==> src/rtl/zxuno_reg_master_if.sv <==
// Agent request/response handshake plus Z80-style I/O bus between zxuno_reg_master and its neighbours.
interface zxuno_reg_master_if;
  logic        req;
  logic        ready;
  logic        req_wr;
  logic [7:0]  req_reg;
  logic [7:0]  req_data;
  logic        rsp_valid;
  logic [7:0]  rsp_data;
  logic        cache_inv;
  logic [15:0] a;
  logic        iorq_n;
  logic        rd_n;
  logic        wr_n;
  logic [7:0]  dout;
  logic        dout_oe;
  logic [7:0]  din;

  modport master (
    input  req, req_wr, req_reg, req_data, cache_inv, din,
    output ready, rsp_valid, rsp_data, a, iorq_n, rd_n, wr_n, dout, dout_oe
  );

  modport slave (
    output req, req_wr, req_reg, req_data, cache_inv, din,
    input  ready, rsp_valid, rsp_data, a, iorq_n, rd_n, wr_n, dout, dout_oe
  );
endinterface

==> src/rtl/zxuno_reg_master.sv <==
// ZX-UNO register initiator: FC3B address phase (skipped on cache hit), then FD3B data phase.
// Miss latency 2*(SETUP+STROBE+1)+1, hit SETUP+STROBE+2; ready only in IDLE, one request in flight.
module zxuno_reg_master #(
  parameter logic [15:0] IOADDR        = 16'hFC3B,
  parameter logic [15:0] IODATA        = 16'hFD3B,
  parameter int unsigned SETUP_CYCLES  = 1,
  parameter int unsigned STROBE_CYCLES = 2
) (
  input logic                clk,
  input logic                rst_n,
  zxuno_reg_master_if.master bus
);
  typedef enum logic [2:0] {
    IDLE, A_SETUP, A_STROBE, A_HOLD, D_SETUP, D_STROBE, D_HOLD, DONE
  } state_t;

  localparam logic [3:0] SETUP_LD  = 4'(SETUP_CYCLES - 1);
  localparam logic [3:0] STROBE_LD = 4'(STROBE_CYCLES - 1);

  state_t      state, state_nxt;
  logic [3:0]  cnt, cnt_nxt;
  logic        wr_q, wr_nxt;
  logic [7:0]  reg_q, reg_nxt;
  logic [7:0]  data_q, data_nxt;
  logic [7:0]  cache, cache_nxt;
  logic        cache_valid, cache_valid_nxt;
  logic        ready_q, ready_nxt;
  logic        rsp_valid_q, rsp_valid_nxt;
  logic [7:0]  rsp_data_q, rsp_data_nxt;
  logic [15:0] a_q, a_nxt;
  logic        iorq_n_q, iorq_n_nxt;
  logic        rd_n_q, rd_n_nxt;
  logic        wr_n_q, wr_n_nxt;
  logic [7:0]  dout_q, dout_nxt;
  logic        oe_q, oe_nxt;
  logic        hit;

  // An invalidate on the accepting edge wins over the stored tag.
  assign hit = cache_valid && !bus.cache_inv && (bus.req_reg == cache);

  always_comb begin
    state_nxt       = state;
    cnt_nxt         = cnt;
    wr_nxt          = wr_q;
    reg_nxt         = reg_q;
    data_nxt        = data_q;
    cache_nxt       = cache;
    cache_valid_nxt = cache_valid;
    rsp_valid_nxt   = 1'b0;
    rsp_data_nxt    = rsp_data_q;
    a_nxt           = a_q;
    dout_nxt        = dout_q;
    oe_nxt          = oe_q;
    rd_n_nxt        = 1'b1;
    wr_n_nxt        = 1'b1;
    case (state)
      IDLE: begin
        if (bus.req) begin
          wr_nxt   = bus.req_wr;
          reg_nxt  = bus.req_reg;
          data_nxt = bus.req_data;
          cnt_nxt  = SETUP_LD;
          if (hit) begin
            state_nxt = D_SETUP;
            a_nxt     = IODATA;
            dout_nxt  = bus.req_data;
            oe_nxt    = bus.req_wr;
          end else begin
            state_nxt = A_SETUP;
            a_nxt     = IOADDR;
            dout_nxt  = bus.req_reg;
            oe_nxt    = 1'b1;
          end
        end
      end
      A_SETUP: begin
        wr_n_nxt = (cnt != 4'd0);
        if (cnt == 4'd0) begin
          state_nxt = A_STROBE;
          cnt_nxt   = STROBE_LD;
        end else begin
          cnt_nxt = cnt - 4'd1;
        end
      end
      A_STROBE: begin
        if (cnt == 4'd0) begin
          state_nxt       = A_HOLD;
          cache_nxt       = reg_q;
          cache_valid_nxt = 1'b1;
        end else begin
          cnt_nxt  = cnt - 4'd1;
          wr_n_nxt = 1'b0;
        end
      end
      A_HOLD: begin
        state_nxt = D_SETUP;
        cnt_nxt   = SETUP_LD;
        a_nxt     = IODATA;
        dout_nxt  = data_q;
        oe_nxt    = wr_q;
      end
      D_SETUP: begin
        if (cnt == 4'd0) begin
          state_nxt = D_STROBE;
          cnt_nxt   = STROBE_LD;
          wr_n_nxt  = !wr_q;
          rd_n_nxt  = wr_q;
        end else begin
          cnt_nxt = cnt - 4'd1;
        end
      end
      D_STROBE: begin
        if (cnt == 4'd0) begin
          state_nxt = D_HOLD;
          if (!wr_q) rsp_data_nxt = bus.din;
        end else begin
          cnt_nxt  = cnt - 4'd1;
          wr_n_nxt = !wr_q;
          rd_n_nxt = wr_q;
        end
      end
      D_HOLD: begin
        state_nxt     = DONE;
        rsp_valid_nxt = 1'b1;
      end
      DONE: state_nxt = IDLE;
      default: state_nxt = IDLE;
    endcase
    if (bus.cache_inv) cache_valid_nxt = 1'b0;
    iorq_n_nxt = rd_n_nxt & wr_n_nxt;
    ready_nxt  = (state_nxt == IDLE);
  end

  always_ff @(posedge clk or negedge rst_n) begin
    if (!rst_n) begin
      state       <= IDLE;
      cnt         <= 4'd0;
      wr_q        <= 1'b0;
      reg_q       <= 8'h00;
      data_q      <= 8'h00;
      cache       <= 8'h00;
      cache_valid <= 1'b0;
      ready_q     <= 1'b1;
      rsp_valid_q <= 1'b0;
      rsp_data_q  <= 8'h00;
      a_q         <= 16'h0000;
      iorq_n_q    <= 1'b1;
      rd_n_q      <= 1'b1;
      wr_n_q      <= 1'b1;
      dout_q      <= 8'h00;
      oe_q        <= 1'b0;
    end else begin
      state       <= state_nxt;
      cnt         <= cnt_nxt;
      wr_q        <= wr_nxt;
      reg_q       <= reg_nxt;
      data_q      <= data_nxt;
      cache       <= cache_nxt;
      cache_valid <= cache_valid_nxt;
      ready_q     <= ready_nxt;
      rsp_valid_q <= rsp_valid_nxt;
      rsp_data_q  <= rsp_data_nxt;
      a_q         <= a_nxt;
      iorq_n_q    <= iorq_n_nxt;
      rd_n_q      <= rd_n_nxt;
      wr_n_q      <= wr_n_nxt;
      dout_q      <= dout_nxt;
      oe_q        <= oe_nxt;
    end
  end

  assign bus.ready     = ready_q;
  assign bus.rsp_valid = rsp_valid_q;
  assign bus.rsp_data  = rsp_data_q;
  assign bus.a         = a_q;
  assign bus.iorq_n    = iorq_n_q;
  assign bus.rd_n      = rd_n_q;
  assign bus.wr_n      = wr_n_q;
  assign bus.dout      = dout_q;
  assign bus.dout_oe   = oe_q;
endmodule
==> src/flat_wrapper.sv <==
// flat-port wrapper written by rule: the top's interface ports become plain ports
module zxuno_reg_master_flat 
#(
  parameter logic [15:0] IOADDR        = 16'hFC3B,
  parameter logic [15:0] IODATA        = 16'hFD3B,
  parameter int unsigned SETUP_CYCLES  = 1,
  parameter int unsigned STROBE_CYCLES = 2
)
  (clk, rst_n, bus_req, bus_req_wr, bus_req_reg, bus_req_data, bus_cache_inv, bus_din, bus_ready, bus_rsp_valid, bus_rsp_data, bus_a, bus_iorq_n, bus_rd_n, bus_wr_n, bus_dout, bus_dout_oe);
  zxuno_reg_master_if bus_i ();
  input logic clk;
  input logic rst_n;
  input wire logic [$bits(bus_i.req)-1:0] bus_req;
  input wire logic [$bits(bus_i.req_wr)-1:0] bus_req_wr;
  input wire logic [$bits(bus_i.req_reg)-1:0] bus_req_reg;
  input wire logic [$bits(bus_i.req_data)-1:0] bus_req_data;
  input wire logic [$bits(bus_i.cache_inv)-1:0] bus_cache_inv;
  input wire logic [$bits(bus_i.din)-1:0] bus_din;
  output wire logic [$bits(bus_i.ready)-1:0] bus_ready;
  output wire logic [$bits(bus_i.rsp_valid)-1:0] bus_rsp_valid;
  output wire logic [$bits(bus_i.rsp_data)-1:0] bus_rsp_data;
  output wire logic [$bits(bus_i.a)-1:0] bus_a;
  output wire logic [$bits(bus_i.iorq_n)-1:0] bus_iorq_n;
  output wire logic [$bits(bus_i.rd_n)-1:0] bus_rd_n;
  output wire logic [$bits(bus_i.wr_n)-1:0] bus_wr_n;
  output wire logic [$bits(bus_i.dout)-1:0] bus_dout;
  output wire logic [$bits(bus_i.dout_oe)-1:0] bus_dout_oe;
  assign bus_i.req = bus_req;
  assign bus_i.req_wr = bus_req_wr;
  assign bus_i.req_reg = bus_req_reg;
  assign bus_i.req_data = bus_req_data;
  assign bus_i.cache_inv = bus_cache_inv;
  assign bus_i.din = bus_din;
  assign bus_ready = bus_i.ready;
  assign bus_rsp_valid = bus_i.rsp_valid;
  assign bus_rsp_data = bus_i.rsp_data;
  assign bus_a = bus_i.a;
  assign bus_iorq_n = bus_i.iorq_n;
  assign bus_rd_n = bus_i.rd_n;
  assign bus_wr_n = bus_i.wr_n;
  assign bus_dout = bus_i.dout;
  assign bus_dout_oe = bus_i.dout_oe;
  zxuno_reg_master #(.IOADDR(IOADDR), .IODATA(IODATA), .SETUP_CYCLES(SETUP_CYCLES), .STROBE_CYCLES(STROBE_CYCLES)) u_core (.clk(clk), .rst_n(rst_n), .bus(bus_i));
endmodule
==> config.mk <==
export PLATFORM = sky130hd
export DESIGN_NAME = zxuno_reg_master_flat
export DESIGN_NICKNAME = d
export VERILOG_FILES = /design/src/rtl/zxuno_reg_master_if.sv /design/src/rtl/zxuno_reg_master.sv /design/src/flat_wrapper.sv
export SDC_FILE = /design/constraint.sdc
export NUM_CORES = 1
export LEC_CHECK = 0
export BUFFER_PORTS_ARGS = -buffer_cell sky130_fd_sc_hd__buf_4
export CORE_UTILIZATION = 57
export CTS_CLUSTER_SIZE = 12
export DETAILED_ROUTE_END_ITERATION = 6
export GPL_ROUTABILITY_DRIVEN = 1
export PLACE_DENSITY = 0.84
export REMOVE_ABC_BUFFERS = 1
export SETUP_SLACK_MARGIN = 0.15
export SYNTH_ARGS = -nofsm -noshare
export SYNTH_HDL_FRONTEND = slang
export SYNTH_SLANG_ARGS = --single-unit
==> constraint.sdc <==
create_clock -name clk -period 4.4 [get_ports clk]
set_input_delay 0.22 -clock clk [delete_from_list [all_inputs] [get_ports clk]]
set_output_delay 0.22 -clock clk [all_outputs]
set_load 0.05 [all_outputs]
Word level (Yosys, flattened, before mapping). Index checks and enable logic that the tools add are counted.

Bits in registers: 71. Bits of input ports: 29. Output and inout port bits: 38.

Add/sub/neg operators: 1. Eq/ne operators: 10. Muxes and demuxes: 31. Bitwise logic cells: 2. Reductions and logical operators: 20.

Operators with widths (count): case mux 16 bit (2 select lines) (1); case mux 3 bit (8 select lines) (1); two-way mux 3 bit (6); two-way mux 16 bit (1); two-way mux 8 bit (2); case mux 4 bit (4 select lines) (1); case mux 8 bit (2 select lines) (1); == test 3 bit, second input constant (4); two-way mux 4 bit (3); two-way mux 1 bit (11); two-way mux 9 bit (1); == test 8 bit (1); AND reduction 2 bit (4); nonzero test 4 bit (2); == test 3 x 2 -> 1 bit, second input constant (2); logical NOT 3 bit (2); AND reduction 3 bit (2); nonzero test 2 bit (3); logical NOT 4 bit (1); inequality test 2 bit, second input constant (2); case mux 1 bit (2 select lines) (2); case mux 1 bit (4 select lines) (1); OR reduction 2 bit (2); subtractor 4 x 1 -> 4 bit, second input constant (1); 5 further kinds (7).

Logic depth before layout (Yosys ltp).
Word-level depth: 7. Mapped depth: 7.

Worst setup path before layout. No wires, ideal clock.

Kind: flip-flop to flip-flop. Start: register u_core.cnt[0]. End: register u_core.rsp_data_q[0] (netlist: u_core.bus.rsp_data[0]). Setup time: 125 ps. Data arrival time: 1871 ps. Data required time: 4275 ps. Path slack: 2404 ps. Cell stages (with the launch flop): 8. Clock period less this slack: 1996 ps. Cell sequence: dfrtp_1 inv_1 ha_1 nor3b_4 nand2_2 or3_1 buf_6 mux2_4.

Cells in the longest elaborated chain, start to end: 2.

RTL lines: start, declared (line zxuno_reg_master.sv:21) `logic [3:0] cnt, cnt_nxt;`; start signal, assigned (line zxuno_reg_master.sv:154) `cnt <= cnt_nxt;`; logical NOT 4 bit (line zxuno_reg_master.sv:113) `if (cnt == 4'd0) begin`; AND reduction 3 bit (no line); end signal, assigned (line zxuno_reg_master.sv:162) `rsp_data_q <= rsp_data_nxt;`; end, declared (line zxuno_reg_master.sv:29) `logic [7:0] rsp_data_q, rsp_data_nxt;`.

No other way between the ends. A chain may end at the register's enable or synchronous reset.

Worst setup path in the final report.
Start: register u_core.cnt[0]. End: register u_core.rsp_data_q[1] (netlist: u_core.bus.rsp_data[1]).

Same word-level chain as after synthesis.

==> flow_metrics.tcl <==
set metrics [dict create \
    worst_path_largest_cell_delay_ns 0.55 \
    seqCellArea_um2 1430 \
    tns_ns 0 \
    worstPathRequired_ns 4.61 \
    synth_enable_flop_cells 0 \
    crit_path_end_kind "register" \
    critPathKind "register to register" \
    syn_avg_cell_area_um2 10.3 \
    cts_root_buf "clkbuf_8" \
    gp_congestion 0.803 \
    clockBufferDepth 2 \
    finalHoldViolations 0 \
    syn2layout_area_growth_pct 19.9 \
    status "finished with violations" \
    drtIter0Drc 137 \
    synthArstFlopShare_pct 100 \
    track_usage_pct 23.6 \
    fin_area_um2 3280 \
    die-area_um2 5080 \
    synth_seq_cells 57 \
    slew_headroom_pct 37.9 \
    dieWidth_um 71.3 \
    wl_per_cell_um 14.8 \
    cpLargestDelayFamily "simple AND/OR/NAND/NOR gates" \
    arrival_ns 2.55 \
    cts.sinks 57 \
    synth-main-ff-cell "dfrtp_1" \
    max-cap-violations 0 \
    grt_pass1_vias 1922 \
    portBuffers 62 \
    viasPerCell 5.49 \
    cts_buffers 9 \
    place_ws_ns 2.07 \
    placed_cell_area_um2 3120 \
    clk_latency_ns 0.33 \
    syn_area_um2 2740 \
    drt_pass1_iterations 7 \
    leakage_nw 1.60 \
    finClkSkew_ns 0.00503 \
    multi_input_area_um2 1150 \
    synth_seq_area_share_pct 52.3 \
    slew_viol_final 0 \
    crit_slowest_cell "or3_1" \
    synthTopCellsByArea "dfrtp_1 48%, nand2_1 8.2%, mux2_4 4.4%" \
    grt_max_degree 58 \
    die_h_um 71.3 \
    hold_path_class "input port to register" \
    yosysTopAreaCellShare_pct 48.4 \
    fmax_mhz 427 \
    startpoint_type "register" \
    synth_cells 265 \
    period_share_pct 53.2 \
    hpwl_um 3770 \
    cts-resized-gates 0 \
    final_common_cell "buf_4" \
    antenna_cells 0 \
    ios 67 \
    final_cells 372 \
    path_max_fanout 10 \
    num_vias 2041 \
    violations "DRC" \
    ctsHtreeMaxLevel 3 \
    cp_num_buf_inv 1 \
    drc 8 \
    dp_cells 358 \
    yosysTopAreaCell "dfrtp_1" \
    antenna_found_initial 0 \
    max-vdd-ir-drop_mv 0.340 \
    clk_pin_slew_ns 0.06 \
    cts_tree "built" \
    fillers 314 \
    row_count 24 \
    worstPathCellList "inv_1 -> ha_1 -> nor3b_4 -> nand2_2 -> or3_1 -> mux2_4" \
    setup_viol 0 \
    fin_nets 349 \
    overflow 0 \
    routed_wl_um 5490 \
    ys_warn_count 0 \
    r2r_setup_slack_ns 2.06 \
    grt_first_pass_wirelength_um 9060 \
    total_power_w 0.00258 \
    period_minus_slack_ns 2.34 \
    most-common-layout-cells "62 x buf_4, 60 x nand2_1, 53 x dfrtp_1" \
    core_area_um2 4470 \
    drive_gt1_share_pct 30.6 \
    worstMarginPinSlew_ns 0.929 \
    ant_nets 0 \
    power_density_nw_per_um2 786 \
    initial_core_util_pct 61.2 \
    setup_ws_ns 2.06 \
    rsz0062_at_grt "no" \
    yosysUniqueCellTypes 45 \
]
through the flow:
stage / util (%) / hold slack [ns]
detailed placement: 69.8 / 0.306
global placement: 69.8 / 0.309
finish: 73.4 / 0.0420
floorplan: - / -0.0756
CTS: 73.4 / 0.0340
global route: 73.4 / 0.0385
synth_stat cells (2+ instances only):
library cell,n
mux2_2,8
o31ai_1,2
nor3_1,6
nand2_1,60
xnor2_1,8
buf_2,2
o211ai_1,2
o21ai_0,11
mux2i_1,8
dfrtp_1,53
xor2_1,2
ha_1,2
inv_1,4
or3_1,4
nor2_1,11
nand3_1,5
buf_4,15
nor2b_1,2
o22ai_1,2
clkbuf_1,5
o21ai_1,2
dfstp_2,4
mux2_4,8
nand2b_1,2
a21oi_1,10
a22oi_1,8
layout make-up:
cell class                 instances  share of cell area (%)
clock inverter                     1                   0.152
sequential                        57                    43.6
timing repair buffer              63                    14.5
inverter                           4                   0.457
tap                               52                    1.98
clock buffer                      12                    4.42
multi-input combinational        183                    34.9
state kept, by name, indices dropped and copies added, names as in the netlist:
name,count
u_core.bus.dout,8
u_core.bus.rsp_data,8
u_core.cache,8
u_core.data_q,8
u_core.reg_q,8
u_core.cnt,4
u_core.state,3
u_core.bus.a,2
u_core.bus.dout_oe,1
u_core.bus.iorq_n,1
u_core.bus.rd_n,1
u_core.bus.ready,1
u_core.bus.rsp_valid,1
u_core.bus.wr_n,1
u_core.cache_valid,1
u_core.wr_q,1
path summary, 6_finish.rpt:
| kind | from | to | cells after the start |
|---|---|---|---|
| min reg2reg | u_core.reg_q[2] | u_core.reg_q[2] | 2 |
| max | u_core.cnt[0] | u_core.bus.rsp_data[1] | 6 |
| min in group asynchronous | rst_n | u_core.bus.rsp_valid | 2 |
| max reg2reg | u_core.cnt[0] | u_core.bus.rsp_data[1] | 6 |
| min | bus_cache_inv | u_core.cache_valid | 2 |
| max in group asynchronous | rst_n | u_core.cnt[1] | 2 |
power by group:
| group | switching, W | total, W | leakage (nW) | internal, W |
|---|---|---|---|---|
| clock network | 0.000179 | 0.000388 | 0.0782 | 0.000209 |
| logic | 0.000754 | 0.00122 | 0.823 | 0.000468 |
| registers | 0.000195 | 0.000970 | 0.700 | 0.000775 |
| total | 0.00113 | 0.00258 | 1.60 | 0.00145 |
cell families (layout without fill, tap and decap cells):
kind of cell             Yosys count  after routing  share of synthesized area, %
AND/OR/NAND/NOR                  100            100                          16.8
AO/OA/AOI/OAI                     43             43                          9.78
XOR/XNOR                          10             10                          3.20
multiplexers                      24             24                          10.6
other                              1              4                         0.137
buffers and inverters             28             80                          6.26
flip-flops                        57             57                          52.3
adder cells (fa/ha/maj)            2              2                         0.914
routing by layer:
layer	wire [um]	track usage, %	vias up	share of wire (%)
met3	365	5.77	10	6.7
met1	2450	31.0	974	45
li1	-	-	985	-
met2	2570	37.1	72	47
met4	111	11.3	0	2.0
met5	0	0	-	0
timing repair:
action	CTS	global route
buffers inserted	0	0
endpoints found under the hold margin	53	0
hold buffers	1	0
Power figures use the tool's default switching activity.
